--- config.mk ---
export PLATFORM = sky130hd
export DESIGN_NAME = btn_debounce_flat
export DESIGN_NICKNAME = d
export VERILOG_FILES = /design/src/rtl/btn_debounce_pkg.sv /design/src/rtl/btn_debounce_if.sv /design/src/rtl/debounce_fsm.sv /design/src/rtl/btn_debounce.sv /design/src/flat_wrapper.sv
export SDC_FILE = /design/constraint.sdc
export NUM_CORES = 1
export LEC_CHECK = 0
export ABC_AREA = 1
export CORE_UTILIZATION = 55
export DETAILED_ROUTE_END_ITERATION = 16
export GPL_ROUTABILITY_DRIVEN = 0
export GPL_TIMING_DRIVEN = 0
export PLACE_DENSITY = 0.73
export REMOVE_ABC_BUFFERS = 1
export SYNTH_ARGS = -nofsm -noshare
export SYNTH_HDL_FRONTEND = slang
export SYNTH_SLANG_ARGS = --single-unit
--- constraint.sdc ---
create_clock -name clk -period 2.5 [get_ports clk]
set_input_delay 0.5 -clock clk [delete_from_list [all_inputs] [get_ports clk]]
set_output_delay 0.5 -clock clk [all_outputs]
set_load 0.05 [all_outputs]
--- src/rtl/btn_debounce_pkg.sv ---
// Shared definitions for the push-button debouncer: FSM state encoding and the
// default tick-counter width.
package btn_debounce_pkg;

    localparam int N_DEFAULT = 19;

    typedef enum logic [2:0] {
        ZERO    = 3'd0,
        WAIT1_1 = 3'd1,
        WAIT1_2 = 3'd2,
        WAIT1_3 = 3'd3,
        ONE     = 3'd4,
        WAIT0_1 = 3'd5,
        WAIT0_2 = 3'd6,
        WAIT0_3 = 3'd7
    } db_state_t;

endpackage

--- src/rtl/btn_debounce_if.sv ---
// Button bus between the raw push-buttons and the debounced consumer.
// The master drives the raw levels; the slave (the debouncer) returns level and edge.
interface btn_debounce_if #(
    parameter int NUM_BTN = 2
);
    logic [NUM_BTN-1:0] btn_raw;
    logic [NUM_BTN-1:0] db_level;
    logic [NUM_BTN-1:0] db_tick;

    modport master (output btn_raw, input db_level, input db_tick);
    modport slave  (input btn_raw, output db_level, output db_tick);
endinterface

--- src/rtl/debounce_fsm.sv ---
// Debounce state machine for one button, paced by the shared m_tick.
// state   | meaning
// ZERO    | released, stable
// WAIT1_k | input high, k-1 ticks seen so far while waiting to accept a press
// ONE     | pressed, stable
// WAIT0_k | input low, k-1 ticks seen so far while waiting to accept a release
module debounce_fsm
    import btn_debounce_pkg::*;
(
    input  logic clk,
    input  logic reset,
    input  logic m_tick,
    input  logic btn_sync,
    output logic db_level,
    output logic db_tick
);

    db_state_t state;

    // Outputs follow the next state; the level only changes on the two accepting transitions.
    always_ff @(posedge clk or posedge reset) begin
        if (reset) begin
            state    <= ZERO;
            db_level <= 1'b0;
            db_tick  <= 1'b0;
        end else begin
            db_tick <= 1'b0;
            case (state)
                ZERO:    if (btn_sync) state <= WAIT1_1;
                WAIT1_1: if (!btn_sync) state <= ZERO; else if (m_tick) state <= WAIT1_2;
                WAIT1_2: if (!btn_sync) state <= ZERO; else if (m_tick) state <= WAIT1_3;
                WAIT1_3: begin
                    if (!btn_sync) begin
                        state <= ZERO;
                    end else if (m_tick) begin
                        state    <= ONE;
                        db_level <= 1'b1;
                        db_tick  <= 1'b1;
                    end
                end
                ONE:     if (!btn_sync) state <= WAIT0_1;
                WAIT0_1: if (btn_sync) state <= ONE; else if (m_tick) state <= WAIT0_2;
                WAIT0_2: if (btn_sync) state <= ONE; else if (m_tick) state <= WAIT0_3;
                WAIT0_3: begin
                    if (btn_sync) begin
                        state <= ONE;
                    end else if (m_tick) begin
                        state    <= ZERO;
                        db_level <= 1'b0;
                    end
                end
                default: begin
                    state    <= ZERO;
                    db_level <= 1'b0;
                end
            endcase
        end
    end

endmodule

--- src/rtl/btn_debounce.sv ---
// Push-button conditioning: 2-FF synchronisers, a shared debounce tick counter,
// and one debounce FSM per button.
module btn_debounce
    import btn_debounce_pkg::*;
#(
    parameter int N       = N_DEFAULT,
    parameter int NUM_BTN = 2
) (
    input  logic                clk,
    input  logic                reset,
    btn_debounce_if.slave       bus
);

    logic [NUM_BTN-1:0] sync_meta;
    logic [NUM_BTN-1:0] btn_sync;
    logic [N-1:0]       count;
    logic               m_tick;
    logic [NUM_BTN-1:0] level;
    logic [NUM_BTN-1:0] tick;

    always_ff @(posedge clk or posedge reset) begin
        if (reset) begin
            sync_meta <= '0;
            btn_sync  <= '0;
        end else begin
            sync_meta <= bus.btn_raw;
            btn_sync  <= sync_meta;
        end
    end

    // Free-running; natural wrap gives one m_tick every 2^N clocks.
    always_ff @(posedge clk or posedge reset) begin
        if (reset) count <= '0;
        else       count <= count + 1'b1;
    end

    assign m_tick = (count == '1);

    for (genvar i = 0; i < NUM_BTN; i++) begin : g_btn
        debounce_fsm u_fsm (
            .clk      (clk),
            .reset    (reset),
            .m_tick   (m_tick),
            .btn_sync (btn_sync[i]),
            .db_level (level[i]),
            .db_tick  (tick[i])
        );
    end

    assign bus.db_level = level;
    assign bus.db_tick  = tick;

endmodule

--- src/flat_wrapper.sv ---
// flat-port wrapper written by rule: the top's interface ports become plain ports
module btn_debounce_flat import btn_debounce_pkg::*;
#(
    parameter int N       = N_DEFAULT,
    parameter int NUM_BTN = 2
)
  (clk, reset, bus_btn_raw, bus_db_level, bus_db_tick);
  btn_debounce_if #(.NUM_BTN(NUM_BTN)) bus_i ();
  input  logic clk;
  input  logic reset;
  input wire logic [$bits(bus_i.btn_raw)-1:0] bus_btn_raw;
  output wire logic [$bits(bus_i.db_level)-1:0] bus_db_level;
  output wire logic [$bits(bus_i.db_tick)-1:0] bus_db_tick;
  assign bus_i.btn_raw = bus_btn_raw;
  assign bus_db_level = bus_i.db_level;
  assign bus_db_tick = bus_i.db_tick;
  btn_debounce #(.N(N), .NUM_BTN(NUM_BTN)) u_core (.clk(clk), .reset(reset), .bus(bus_i));
endmodule
==> impl_metrics.csv <==
group,metric,value,unit
outcome,status,"finished, final reports clean",
logic_synthesis,synth_edf_count,0,
critical_path,worstPathMaxFanout,2,
drt,vias_per_cell,5.17,
floorplanning,die-height,55.8,microns
timing,fin_crit_sh,0.797,
timing,setup_tns,0,ns
timing,slew_headroom,0.538,
critical_path,critPathMaxStageDelay,0.80,ns
pwr,max-vdd-ir-drop,0.683,mV
logic_synthesis,synth.yosys.seq_area_share,0.519,
floorplanning,core-area,0.00276,sq mm
drt,drt_iter0_drc,20,
critical_path,cp-startpoint,"u_core.g_btn[0].u_fsm.db_level",
logic_synthesis,synth_cells,169,
critical_path,critPathArrivalTime,1.49,ns
critical_path,crit_chain,"clkdlybuf4s50_1",
cts,cts-root-buf,"clkbuf_4",
grt,grt_pass1_wl,4490,microns
critical_path,cpMaxStageDelayCell,"clkdlybuf4s50_1",
critical_path,crit_path_end,"bus_db_level[0]",
critical_path,path_buf_inv,1,
drt,wl,2460,microns
place,place_inst,203,
logic_synthesis,yosysTopAreaCell,"dfrtp_1",
logic_synthesis,synthArstFlopShare,1.00,
logic_synthesis,ys_seq_elements,33,
timing,period_minus_slack,1.99,ns
place,dp_hpwl,1750,microns
critical_path,path_depth,1,
timing,finalHoldViolCount,0,
logic_synthesis,synth_common_cells,"nand2_1 (40), dfrtp_1 (33), inv_1 (21), nor2_1 (14), xor2_1 (10)",
cts,clkTransAtPathRegs,0.11,ns
cells_and_area,nets,185,
cts,cts_setup_buffers,0,
floorplanning,die_x,55.8,microns
drt,ant_nets,0,
critical_path,crit_required,2.00,ns
logic_synthesis,yosysTopAreaCellShare,0.519,
critical_path,crit_path_end_kind,"output pin",
grt,grt_pass1_vias,1089,
logic_synthesis,synth_ff_type,"dfrtp_1",
cts,clockBufferDepth,2,
cells_and_area,area_delta_synth_final,10.1,%
critical_path,reg2reg_to,"u_core.g_btn[1].u_fsm.state[2]",
logic_synthesis,netlist_area,0.00159,sq mm
timing,rsz0062_at_grt,"false",
floorplanning,die_area,0.00311,sq mm
logic_synthesis,synth.most_common_cell,"nand2_1",
grt,overflow,0,
cts,cts_buffers,5,
grt,antenna_found_initial,0,
drt,wire_per_inst,11.6,microns
timing,fmax,502,MHz
critical_path,cp-start-kind,"register",
grt,track_usage,0.191,
grt,grt_max_degree,34,
logic_synthesis,synth_warnings,0,
min_path,hold_class,"register to register",
cells_and_area,drive_above_1_share,0.155,
logic_synthesis,synth.distinct_cells,26,
cts,cts.sinks,33,
timing,setup_viol,0,
critical_path,reg2reg_slack,0.84,ns
pwr,power_leakage,0.888,nW
critical_path,reg2reg_depth,10,
critical_path,critPathKind,"register to output pin",
place,port-buffer-count,7,
logic_synthesis,synth.area.top_cells,"dfrtp_1 (52%), nand2_1 (9.4%), xor2_1 (5.5%)",
cells_and_area,n_antenna_cell,0,
timing,fin_worst_skew,0.0168,ns
cts,cts_hold_buf,0,
cells_and_area,layout.cells.non_filler,212,
logic_synthesis,synth.avg_cell_area,9.42,sq um
timing,slew_viol_final,0,
flow_run,maxCapViolCount,0,
floorplanning,row_count,19,
cts,cts_resized,0,
floorplanning,start_util,0.577,
critical_path,crit_family,"buffers and inverters",
drt,vias,1096,
cts,h-tree-depth,2,
cts,clk_latency,0.34,ns
cts,cts_tree,"built",
drt,dr.pass1.iters,4,
pwr,powerDensity,620,mW/mm^2
critical_path,r2r-start,"u_core.count[0]",
timing,worst_slew_pin_slew,0.689,ns
drt,drc,0,
floorplanning,num_io_pins,8,
## layout make-up
cell class	count	area [sq um]
tap	31	38.8
timing repair buffer	8	97.6
multi-input combinational	110	653
sequential	33	826
fill	248	1000
clock inverter	3	17.5
inverter	22	82.6
clock buffer	5	37.5
## cells in the final DEF (no fill, tap or decap)
master and n:
nand2_1 40, nand3_2 4, a21boi_0 1, a21oi_4 1, xor2_1 10, a21oi_1 4
nand3_4 1, and2_4 1, ha_1 1, clkbuf_4 5, o21ai_1 2, dfrtp_1 33
inv_2 1, o21ai_0 2, clkinvlp_4 1, inv_1 20, nor3_2 1, nor3_1 2
nor2_4 4, buf_16 1, clkinv_2 2, clkdlybuf4s50_1 7, nor2_1 14, o2111ai_1 1
nor2_2 1, nand4_1 2, nand2_4 1, nand3_1 6, xnor2_1 7, clkinv_1 1
nand2_2 4
## through the flow
step                      cell area (sq um)  worst slack (ns)  utilization  hold slack [ns]  total power [mW]
after floorplan                        1560              1.04            -            0.331             0.755
after global placement                 1670             0.558        0.606            0.332             0.784
after detailed placement               1670             0.523        0.606            0.342             0.799
after CTS                              1730             0.489        0.626            0.366              1.09
after global routing                   1750             0.458        0.636            0.379              1.16
final                                  1750             0.507        0.636            0.363              1.09
## how the worst min path moves through the flow
stage / from / to / slack [ns] / cells past startpoint
floorplan: u_core.sync_meta[0] / u_core.btn_sync[0] / 0.33 / 0
global placement: u_core.sync_meta[1] / u_core.btn_sync[1] / 0.33 / 0
detailed placement: u_core.sync_meta[1] / u_core.btn_sync[1] / 0.34 / 0
CTS: u_core.sync_meta[1] / u_core.btn_sync[1] / 0.37 / 0
global route: u_core.sync_meta[0] / u_core.btn_sync[0] / 0.38 / 0
finish: u_core.sync_meta[1] / u_core.btn_sync[1] / 0.36 / 0
## metal layers
metal  vias to the layer above  wire length [microns]  GRT usage
met5                         -                      0          0
met4                         0                     45      0.107
met3                         5                     99     0.0628
met2                        21                   1160      0.291
met1                       531                   1150      0.238
li1                        539                      -          -
## power by group
part	leakage (nW)	switching [mW]	internal, mW
Combinational	0.425	0.129	0.0769
Clock	0.0310	0.184	0.106
Sequential	0.432	0.0300	0.559
## cell families (layout without fill, tap and decap cells)
| group | Yosys count | after routing | share of synthesized area |
|---|---|---|---|
| fa+ha+maj | 1 | 1 | 0.00786 |
| flops | 33 | 33 | 0.519 |
| compound gates | 11 | 11 | 0.0456 |
| xor+xnor | 17 | 17 | 0.0936 |
| buf+inv | 26 | 38 | 0.0708 |
| simple gates | 81 | 81 | 0.263 |
## worst register-to-register path: cells and delay by family (launching register included)
family / cells / cell delay [ns]
AND/OR/NAND/NOR: 9 / 0.93
flip-flops: 1 / 0.41
adder cells (fa/ha/maj): 1 / 0.23
## flip-flops by register name, summed over array words and instances, names as in the netlist
signal,cells
u_core.g_btn.u_fsm.db_tick,2
u_core.count,19
u_core.sync_meta,2
u_core.btn_sync,2
u_core.g_btn.u_fsm.state,6
u_core.g_btn.u_fsm.db_level,2
Power figures use the tool's default switching activity.
